## src/rtl/scope_capture_ctrl_if.sv

```systemverilog
`default_nettype none
// ============================================================================
// Module  : scope_capture_ctrl_if
// Brief   : Sample stream in / double-buffered RAM write port out, bundled
//           for the scope capture sequencer.
// Revision: 1.0 - initial release
// ============================================================================
interface scope_capture_ctrl_if #(
  parameter int SAMPLE_W = 6,
  parameter int ADDR_W   = 5
);
  logic [SAMPLE_W-1:0] sample_in;
  logic                sample_valid;
  logic                wr_en;
  logic                wr_bank;
  logic [ADDR_W-1:0]   wr_addr;
  logic [SAMPLE_W-1:0] wr_data;

  // Sample source and RAM side (drives samples, observes writes)
  modport master (
    output sample_in, sample_valid,
    input  wr_en, wr_bank, wr_addr, wr_data
  );

  // Capture controller side
  modport slave (
    input  sample_in, sample_valid,
    output wr_en, wr_bank, wr_addr, wr_data
  );
endinterface
`default_nettype wire

```

## src/rtl/scope_capture_ctrl.sv

```systemverilog
`default_nettype none
// ============================================================================
// Module  : scope_capture_ctrl
// Brief   : Level-crossing triggered capture of a fixed-length record into
//           one bank of a double-buffered sample RAM; the bank is handed to
//           the display on the next vsync rising edge after completion.
// Revision: 1.0 - initial release
// ============================================================================
module scope_capture_ctrl #(
  parameter int SAMPLE_W    = 6,
  parameter int ADDR_W      = 5,
  parameter int AUTO_FRAMES = 8
) (
  input  logic                clk,
  input  logic                rst,
  input  logic                enable,
  input  logic                single,
  input  logic                arm,
  input  logic                auto_en,
  input  logic                trig_rising,
  input  logic [SAMPLE_W-1:0] trig_level,
  input  logic                vsync,
  output logic                disp_bank,
  output logic                frame_swap,
  output logic [1:0]          state,
  scope_capture_ctrl_if.slave bus
);

  typedef enum logic [1:0] {
    ST_IDLE    = 2'd0,
    ST_ARM     = 2'd1,
    ST_CAPTURE = 2'd2,
    ST_DONE    = 2'd3
  } state_t;

  localparam logic [7:0]        C_AUTO_MAX = 8'(AUTO_FRAMES);
  localparam logic [ADDR_W-1:0] C_ADDR_ONE = {{(ADDR_W-1){1'b0}}, 1'b1};

  state_t              r_state;
  state_t              w_next;
  logic                r_vsync_d;
  logic [SAMPLE_W-1:0] r_prev;
  logic                r_prev_valid;
  logic [7:0]          r_auto_cnt;
  logic [ADDR_W-1:0]   r_addr;        // address of the next capture write
  logic                r_wr_en;
  logic [ADDR_W-1:0]   r_wr_addr;
  logic [SAMPLE_W-1:0] r_wr_data;
  logic                r_disp_bank;
  logic                r_frame_swap;

  logic                w_vsync_edge;
  logic                w_cross;
  logic                w_auto_fire;
  logic                w_write;
  logic [ADDR_W-1:0]   w_wr_addr;
  logic [ADDR_W-1:0]   w_addr_nxt;
  logic                w_enter_arm;
  logic                w_swap;
  logic                w_cnt_inc;

  assign w_vsync_edge = vsync & ~r_vsync_d;

  // Crossing needs two consecutive accepted samples in the current arming.
  assign w_cross = bus.sample_valid && r_prev_valid &&
                   (trig_rising ? (r_prev <  trig_level && bus.sample_in >= trig_level)
                                : (r_prev >= trig_level && bus.sample_in <  trig_level));

  assign w_auto_fire = auto_en && (r_auto_cnt == C_AUTO_MAX) && bus.sample_valid;

  // State register
  always_ff @(posedge clk) begin
    if (rst) r_state <= ST_IDLE;
    else     r_state <= w_next;
  end

  // Next-state and per-cycle control decisions
  always_comb begin
    w_next      = r_state;
    w_write     = 1'b0;
    w_wr_addr   = r_addr;
    w_addr_nxt  = r_addr;
    w_enter_arm = 1'b0;
    w_swap      = 1'b0;
    w_cnt_inc   = 1'b0;
    if (!enable) begin
      // Abort: partial record is dropped, display bank is left alone.
      w_next = ST_IDLE;
    end else begin
      case (r_state)
        ST_IDLE: begin
          if (!single || arm) begin
            w_next      = ST_ARM;
            w_enter_arm = 1'b1;
          end
        end
        ST_ARM: begin
          // A trigger in the same cycle as a vsync edge takes priority.
          if (w_cross || w_auto_fire) begin
            w_write    = 1'b1;
            w_wr_addr  = '0;
            w_addr_nxt = C_ADDR_ONE;
            w_next     = ST_CAPTURE;
          end else if (w_vsync_edge && r_auto_cnt != C_AUTO_MAX) begin
            w_cnt_inc = 1'b1;
          end
        end
        ST_CAPTURE: begin
          // A vsync edge here is deliberately ignored; the swap waits a frame.
          if (bus.sample_valid) begin
            w_write    = 1'b1;
            w_wr_addr  = r_addr;
            w_addr_nxt = r_addr + 1'b1;
            if (r_addr == '1) w_next = ST_DONE;
          end
        end
        ST_DONE: begin
          if (w_vsync_edge) begin
            w_swap = 1'b1;
            if (single) begin
              w_next = ST_IDLE;
            end else begin
              w_next      = ST_ARM;
              w_enter_arm = 1'b1;
            end
          end
        end
        default: w_next = ST_IDLE;
      endcase
    end
  end

  // Trigger history, auto counter, capture address and registered RAM writes
  always_ff @(posedge clk) begin
    if (rst) begin
      r_vsync_d    <= 1'b0;
      r_prev       <= '0;
      r_prev_valid <= 1'b0;
      r_auto_cnt   <= '0;
      r_addr       <= '0;
      r_wr_en      <= 1'b0;
      r_wr_addr    <= '0;
      r_wr_data    <= '0;
      r_disp_bank  <= 1'b0;
      r_frame_swap <= 1'b0;
    end else begin
      r_vsync_d <= vsync;
      if (bus.sample_valid) begin
        r_prev       <= bus.sample_in;
        r_prev_valid <= 1'b1;
      end
      if (w_enter_arm) begin
        r_prev_valid <= 1'b0;
        r_auto_cnt   <= '0;
      end else if (w_cnt_inc) begin
        r_auto_cnt <= r_auto_cnt + 8'd1;
      end
      r_addr  <= w_addr_nxt;
      r_wr_en <= w_write;
      if (w_write) begin
        r_wr_addr <= w_wr_addr;
        r_wr_data <= bus.sample_in;
      end
      r_frame_swap <= w_swap;
      if (w_swap) r_disp_bank <= ~r_disp_bank;
    end
  end

  assign state       = r_state;
  assign disp_bank   = r_disp_bank;
  assign frame_swap  = r_frame_swap;
  assign bus.wr_en   = r_wr_en;
  assign bus.wr_bank = ~r_disp_bank;
  assign bus.wr_addr = r_wr_addr;
  assign bus.wr_data = r_wr_data;

endmodule
`default_nettype wire

```

## src/flat_wrapper.sv

```systemverilog
// flat-port wrapper written by rule: the top's interface ports become plain ports
module scope_capture_ctrl_flat 
#(
  parameter int SAMPLE_W    = 6,
  parameter int ADDR_W      = 5,
  parameter int AUTO_FRAMES = 8
)
  (clk, rst, enable, single, arm, auto_en, trig_rising, trig_level, vsync, disp_bank, frame_swap, state, bus_sample_in, bus_sample_valid, bus_wr_en, bus_wr_bank, bus_wr_addr, bus_wr_data);
  scope_capture_ctrl_if #(.SAMPLE_W(SAMPLE_W), .ADDR_W(ADDR_W)) bus_i ();
  input  logic clk;
  input  logic rst;
  input  logic enable;
  input  logic single;
  input  logic arm;
  input  logic auto_en;
  input  logic trig_rising;
  input  logic [SAMPLE_W-1:0] trig_level;
  input  logic vsync;
  output logic disp_bank;
  output logic frame_swap;
  output logic [1:0] state;
  input wire logic [$bits(bus_i.sample_in)-1:0] bus_sample_in;
  input wire logic [$bits(bus_i.sample_valid)-1:0] bus_sample_valid;
  output wire logic [$bits(bus_i.wr_en)-1:0] bus_wr_en;
  output wire logic [$bits(bus_i.wr_bank)-1:0] bus_wr_bank;
  output wire logic [$bits(bus_i.wr_addr)-1:0] bus_wr_addr;
  output wire logic [$bits(bus_i.wr_data)-1:0] bus_wr_data;
  assign bus_i.sample_in = bus_sample_in;
  assign bus_i.sample_valid = bus_sample_valid;
  assign bus_wr_en = bus_i.wr_en;
  assign bus_wr_bank = bus_i.wr_bank;
  assign bus_wr_addr = bus_i.wr_addr;
  assign bus_wr_data = bus_i.wr_data;
  scope_capture_ctrl #(.SAMPLE_W(SAMPLE_W), .ADDR_W(ADDR_W), .AUTO_FRAMES(AUTO_FRAMES)) u_core (.clk(clk), .rst(rst), .enable(enable), .single(single), .arm(arm), .auto_en(auto_en), .trig_rising(trig_rising), .trig_level(trig_level), .vsync(vsync), .disp_bank(disp_bank), .frame_swap(frame_swap), .state(state), .bus(bus_i));
endmodule
```

## config.mk

```make
export PLATFORM = sky130hd
export DESIGN_NAME = scope_capture_ctrl_flat
export DESIGN_NICKNAME = d
export VERILOG_FILES = /design/src/rtl/scope_capture_ctrl_if.sv /design/src/rtl/scope_capture_ctrl.sv /design/src/flat_wrapper.sv
export SDC_FILE = /design/constraint.sdc
export NUM_CORES = 1
export LEC_CHECK = 0
export BUFFER_PORTS_ARGS = -buffer_cell sky130_fd_sc_hd__buf_2
export CAP_MARGIN = 20
export CORE_MARGIN = 10
export CORE_UTILIZATION = 55
export CTS_CLUSTER_DIAMETER = 40
export DETAILED_ROUTE_END_ITERATION = 6
export PLACE_DENSITY_LB_ADDON = 0.1
export SLEW_MARGIN = 20
export SYNTH_ARGS = -nofsm -noshare
export SYNTH_HDL_FRONTEND = slang
export SYNTH_SLANG_ARGS = --single-unit
```

## constraint.sdc

```tcl
create_clock -name clk -period 3 [get_ports clk]
set_input_delay 0.3 -clock clk [delete_from_list [all_inputs] [get_ports clk]]
set_output_delay 0.3 -clock clk [all_outputs]
set_load 0.05 [all_outputs]
```

==> results list <==
- Vias after detailed routing: 1,899
- Top cells by instance count after synthesis: 37 x sky130_fd_sc_hd__dfxtp_1, 20 x sky130_fd_sc_hd__ha_1, 19 x sky130_fd_sc_hd__a21oi_1
- Counting both buffers and inverters, the worst setup path holds a total of 0.
- After synthesis, the largest area contributor takes up 33.11% of total cell area.
- From bottom edge to top edge, the die measures 83.78 um.
- Final worst path period share: 79.49%
* Required time reported for the critical path endpoint: 3.20 ns
- The largest single stage delay on the critical path is 0.42 ns.
* Post-cts sizing count: 0
- Walking the worst path, the cells encountered are ha_1 -> a21oi_1 -> o21a_1 -> o21ai_0 -> a32oi_4 -> o21ai_0 -> a311o_1 -> o41ai_2.
* Layer with the highest usage after global routing: met2
- For the pin with the worst max-slew slack, the measured transition is 0.6854 ns.
* Count of buffers inserted at the top-level ports: 37
- Clk buf depth: 2
- For this design the ratio of total power to cell area is 436.3 nW/um^2.
- Unrepaired setup endpoints after global routing: no
- The synthesized design contains 37 register bits.
- Number of buffers inserted by post-CTS setup repair: 0
- The critical path is of the register to register type.
- Most frequent cell on the critical path: sky130_fd_sc_hd__o21ai_0
* Area of the core: 3971 um^2
- Among all flip-flop cells after synthesis, the most frequent one is sky130_fd_sc_hd__dfxtp_1.
* Async S/R FF share, synth: 0%
- Layout-stage area growth over the synthesis result: 12.75%
* Initial DRC Count: 146
* Num ports: 38
- Upper clock frequency limit: 419.3 MHz
* Maximum number of pins on one net before global-route repair: 30
- The congestion estimate from routability-driven global placement came to 0.7857.
- For this block, the routed nets add up to 4779 um of wire.
* Count of H-tree levels built during CTS: 2
- Share of the yosys chip area belonging to registers: 33.11%
- Top cells by area in the synthesized netlist: sky130_fd_sc_hd__dfxtp_1 33%, sky130_fd_sc_hd__ha_1 11%, sky130_fd_sc_hd__a21oi_1 4.3%
- Adding up every negative setup slack in the final design gives 0 ns.
- Clock period minus worst slack: 2.385 ns
- For met2 alone, demand over resource in global routing was 22.93%.
* Clock latency of the later-clocked register in the worst-skew pair: 0.30 ns
- Final setup fails: 0
- Of all nets on the critical path, the largest fanout is 7.
- Number of nets in the layout: 327
- After technology mapping, the gate count stands at 251.
* Post-Syn Area: 2237 um^2
- The number of max-slew violations in the final report came to 0.
- Among cell families on the critical path, the largest total delay comes from compound AO/OA/AOI/OAI gates.
- The first global-routing pass estimated 8286 um of wire.
* Drt pass-1 iters: 4
* Residual antenna-violating net count after detailed routing: 0
- Antenna diode instance count: 0
* Total number of yosys warnings: 0
- Cell type of the slowest stage on the worst timing path: sky130_fd_sc_hd__a311o_1
- Worst vdd rail ir drop: 0.2008 mV
* Remaining max-slew budget at the tightest pin: 53.82%
- STA puts the critical path data arrival time at 2.58 ns.
- Count of endpoints failing hold in the final timing report: 0
- STA classifies the critical path endpoint as a register.
- Width of the chip: 83.78 um
- Via count of the first global-routing pass: 1,846
- Number of different library cells in the post-synthesis netlist: 48
* Max-cap violation count: 0
* Outcome: completed
- Mean instance size in the synthesized netlist: 8.913 um^2
- The worst setup path is launched from a register.
* Cell accounting for the most synthesized area: sky130_fd_sc_hd__dfxtp_1
- The number of hold buffers added after CTS was 0.
- Most instantiated library cell after synthesis: sky130_fd_sc_hd__dfxtp_1
- The post-route netlist has 23.34% of its cells at a drive strength greater than 1.
- In this run the worst hold path is classified as input pin to register.
- Pleak: 1.086 nW
* Drt drc: 0
- In the final routed layout, each cell accounts on average for 14.18 um.
- For met3 alone, demand over resource in global routing was 3.613%.
- The clock drives 37 sinks.
- Via count normalized by instance count: 5.635
- Clock-pin slew was measured on the worst setup and hold paths at 0.07 ns.
* Number of nets in the synthesized netlist: 292
- Placed wire-length estimate after detailed placement: 3577 um
* CTS tree: built
- Row generation in the floorplan step produced 23 rows.
- Post-layout power: 0.001100 W
- Global routing consumed, on the met1 layer, 16.12% of the routing resources.
- Counting flops with a built-in enable in the synthesized netlist gives 0.
- Initial antenna violation count: 0
- The root buffer cell chosen for the clock tree is sky130_fd_sc_hd__clkbuf_8.
- The floorplan step defined a die boundary enclosing 7018 um^2.
- Skew final: 0.01008 ns
* Initial Utilization: 56.33%
- GR Overflow Total: 0
* Total clock buffers created by CTS: 5
* Tot GR Track Use: 13.64%
placed cells by master (no fill, tap or decap), types with 2 or more instances in the layout:
master / netlist / routed
sky130_fd_sc_hd__a21bo_2: 6 / 6
sky130_fd_sc_hd__a21o_1: 2 / 2
sky130_fd_sc_hd__a21oi_1: 19 / 19
sky130_fd_sc_hd__a21oi_2: 4 / 4
sky130_fd_sc_hd__and2_1: 2 / 2
sky130_fd_sc_hd__and3_1: 3 / 3
sky130_fd_sc_hd__buf_2: 1 / 37
sky130_fd_sc_hd__clkbuf_8: 0 / 5
sky130_fd_sc_hd__dfxtp_1: 37 / 37
sky130_fd_sc_hd__ha_1: 20 / 20
sky130_fd_sc_hd__inv_1: 18 / 18
sky130_fd_sc_hd__mux2i_1: 7 / 7
sky130_fd_sc_hd__nand2_1: 16 / 16
sky130_fd_sc_hd__nand2b_1: 13 / 13
sky130_fd_sc_hd__nand3_1: 10 / 10
sky130_fd_sc_hd__nand3_2: 4 / 4
sky130_fd_sc_hd__nand4_1: 11 / 11
sky130_fd_sc_hd__nor2_1: 17 / 17
sky130_fd_sc_hd__nor2b_1: 4 / 4
sky130_fd_sc_hd__o211ai_1: 5 / 5
sky130_fd_sc_hd__o21a_1: 3 / 3
sky130_fd_sc_hd__o21ai_0: 12 / 12
sky130_fd_sc_hd__o21ai_2: 2 / 2
sky130_fd_sc_hd__o21bai_1: 2 / 2
sky130_fd_sc_hd__o31a_1: 2 / 2
sky130_fd_sc_hd__or3_1: 2 / 2
sky130_fd_sc_hd__or4_1: 2 / 2
sky130_fd_sc_hd__xnor2_1: 2 / 2
power breakdown:
part / switching [W] / total (W) / internal (W)
Combinational: 0.0000993 / 0.000158 / 0.0000586
Clock: 0.000185 / 0.000434 / 0.000250
Sequential: 0.00000769 / 0.000508 / 0.000501
Total: 0.000292 / 0.00110 / 0.000809
final timing paths:
path	from	cells past startpoint	end	slack (ns)
setup / recovery	u_core.r_prev[5]	8	u_core.r_addr[3]	0.62
hold / removal	vsync	2	u_core.r_vsync_d	0.23
setup reg to reg	u_core.r_prev[5]	8	u_core.r_addr[3]	0.62
hold reg to reg	u_core.bus.wr_addr[2]	2	u_core.bus.wr_addr[2]	0.48
per-layer routing:
| metal | vias up | share of wire [%] |
|---|---|---|
| li1 | 978 | - |
| met1 | 880 | 45 |
| met2 | 34 | 49 |
| met3 | 7 | 4.3 |
| met4 | 0 | 1.5 |
| met5 | - | 0 |
layout make-up:
| cell class | instances | area (um^2) |
|---|---|---|
| clock buffer | 6 | 72.57 |
| tap | 50 | 62.56 |
| multi-input combinational | 187 | 1355 |
| clock inverter | 2 | 38.79 |
| fill | 357 | 1449 |
| inverter | 18 | 67.56 |
| sequential | 37 | 740.7 |
| timing repair buffer | 37 | 185.2 |
flip-flops by register name, indices dropped and copies added, names as in the netlist:
register             flops
u_core.disp_bank         1
u_core.bus.wr_data       6
u_core.frame_swap        1
u_core.r_auto_cnt        8
u_core.bus.wr_en         1
u_core.bus.wr_addr       5
u_core.r_addr            5
u_core.state             2
u_core.r_prev_valid      1
u_core.r_vsync_d         1
u_core.r_prev            6
stage by stage:
| stage | cells | setup WS [ns] | cell area [um^2] | hold slack, ns | utilization, % |
|---|---|---|---|---|---|
| floorplan | 251 | 0.8418 | 2237 | 0.4282 | - |
| global placement | 329 | 0.4966 | 2411 | 0.4579 | 60.71 |
| detailed placement | 329 | 0.4648 | 2411 | 0.4694 | 60.71 |
| CTS | 337 | 0.6456 | 2522 | 0.2296 | 63.52 |
| global route | 337 | 0.4465 | 2522 | 0.2654 | 63.52 |
| finish | 337 | 0.6152 | 2522 | 0.2296 | 63.52 |
cell families (layout without fill, tap and decap cells):
| family | Yosys count | after routing | synth area share (%) |
|---|---|---|---|
| mux | 7 | 7 | 3.132 |
| flops | 37 | 37 | 33.11 |
| xor+xnor | 3 | 3 | 1.175 |
| simple gates | 89 | 89 | 22.15 |
| buf+inv | 27 | 63 | 6.320 |
| compound gates | 68 | 68 | 22.93 |
| fa+ha+maj | 20 | 20 | 11.19 |
Note: power is estimated with default switching activity, not from simulation.
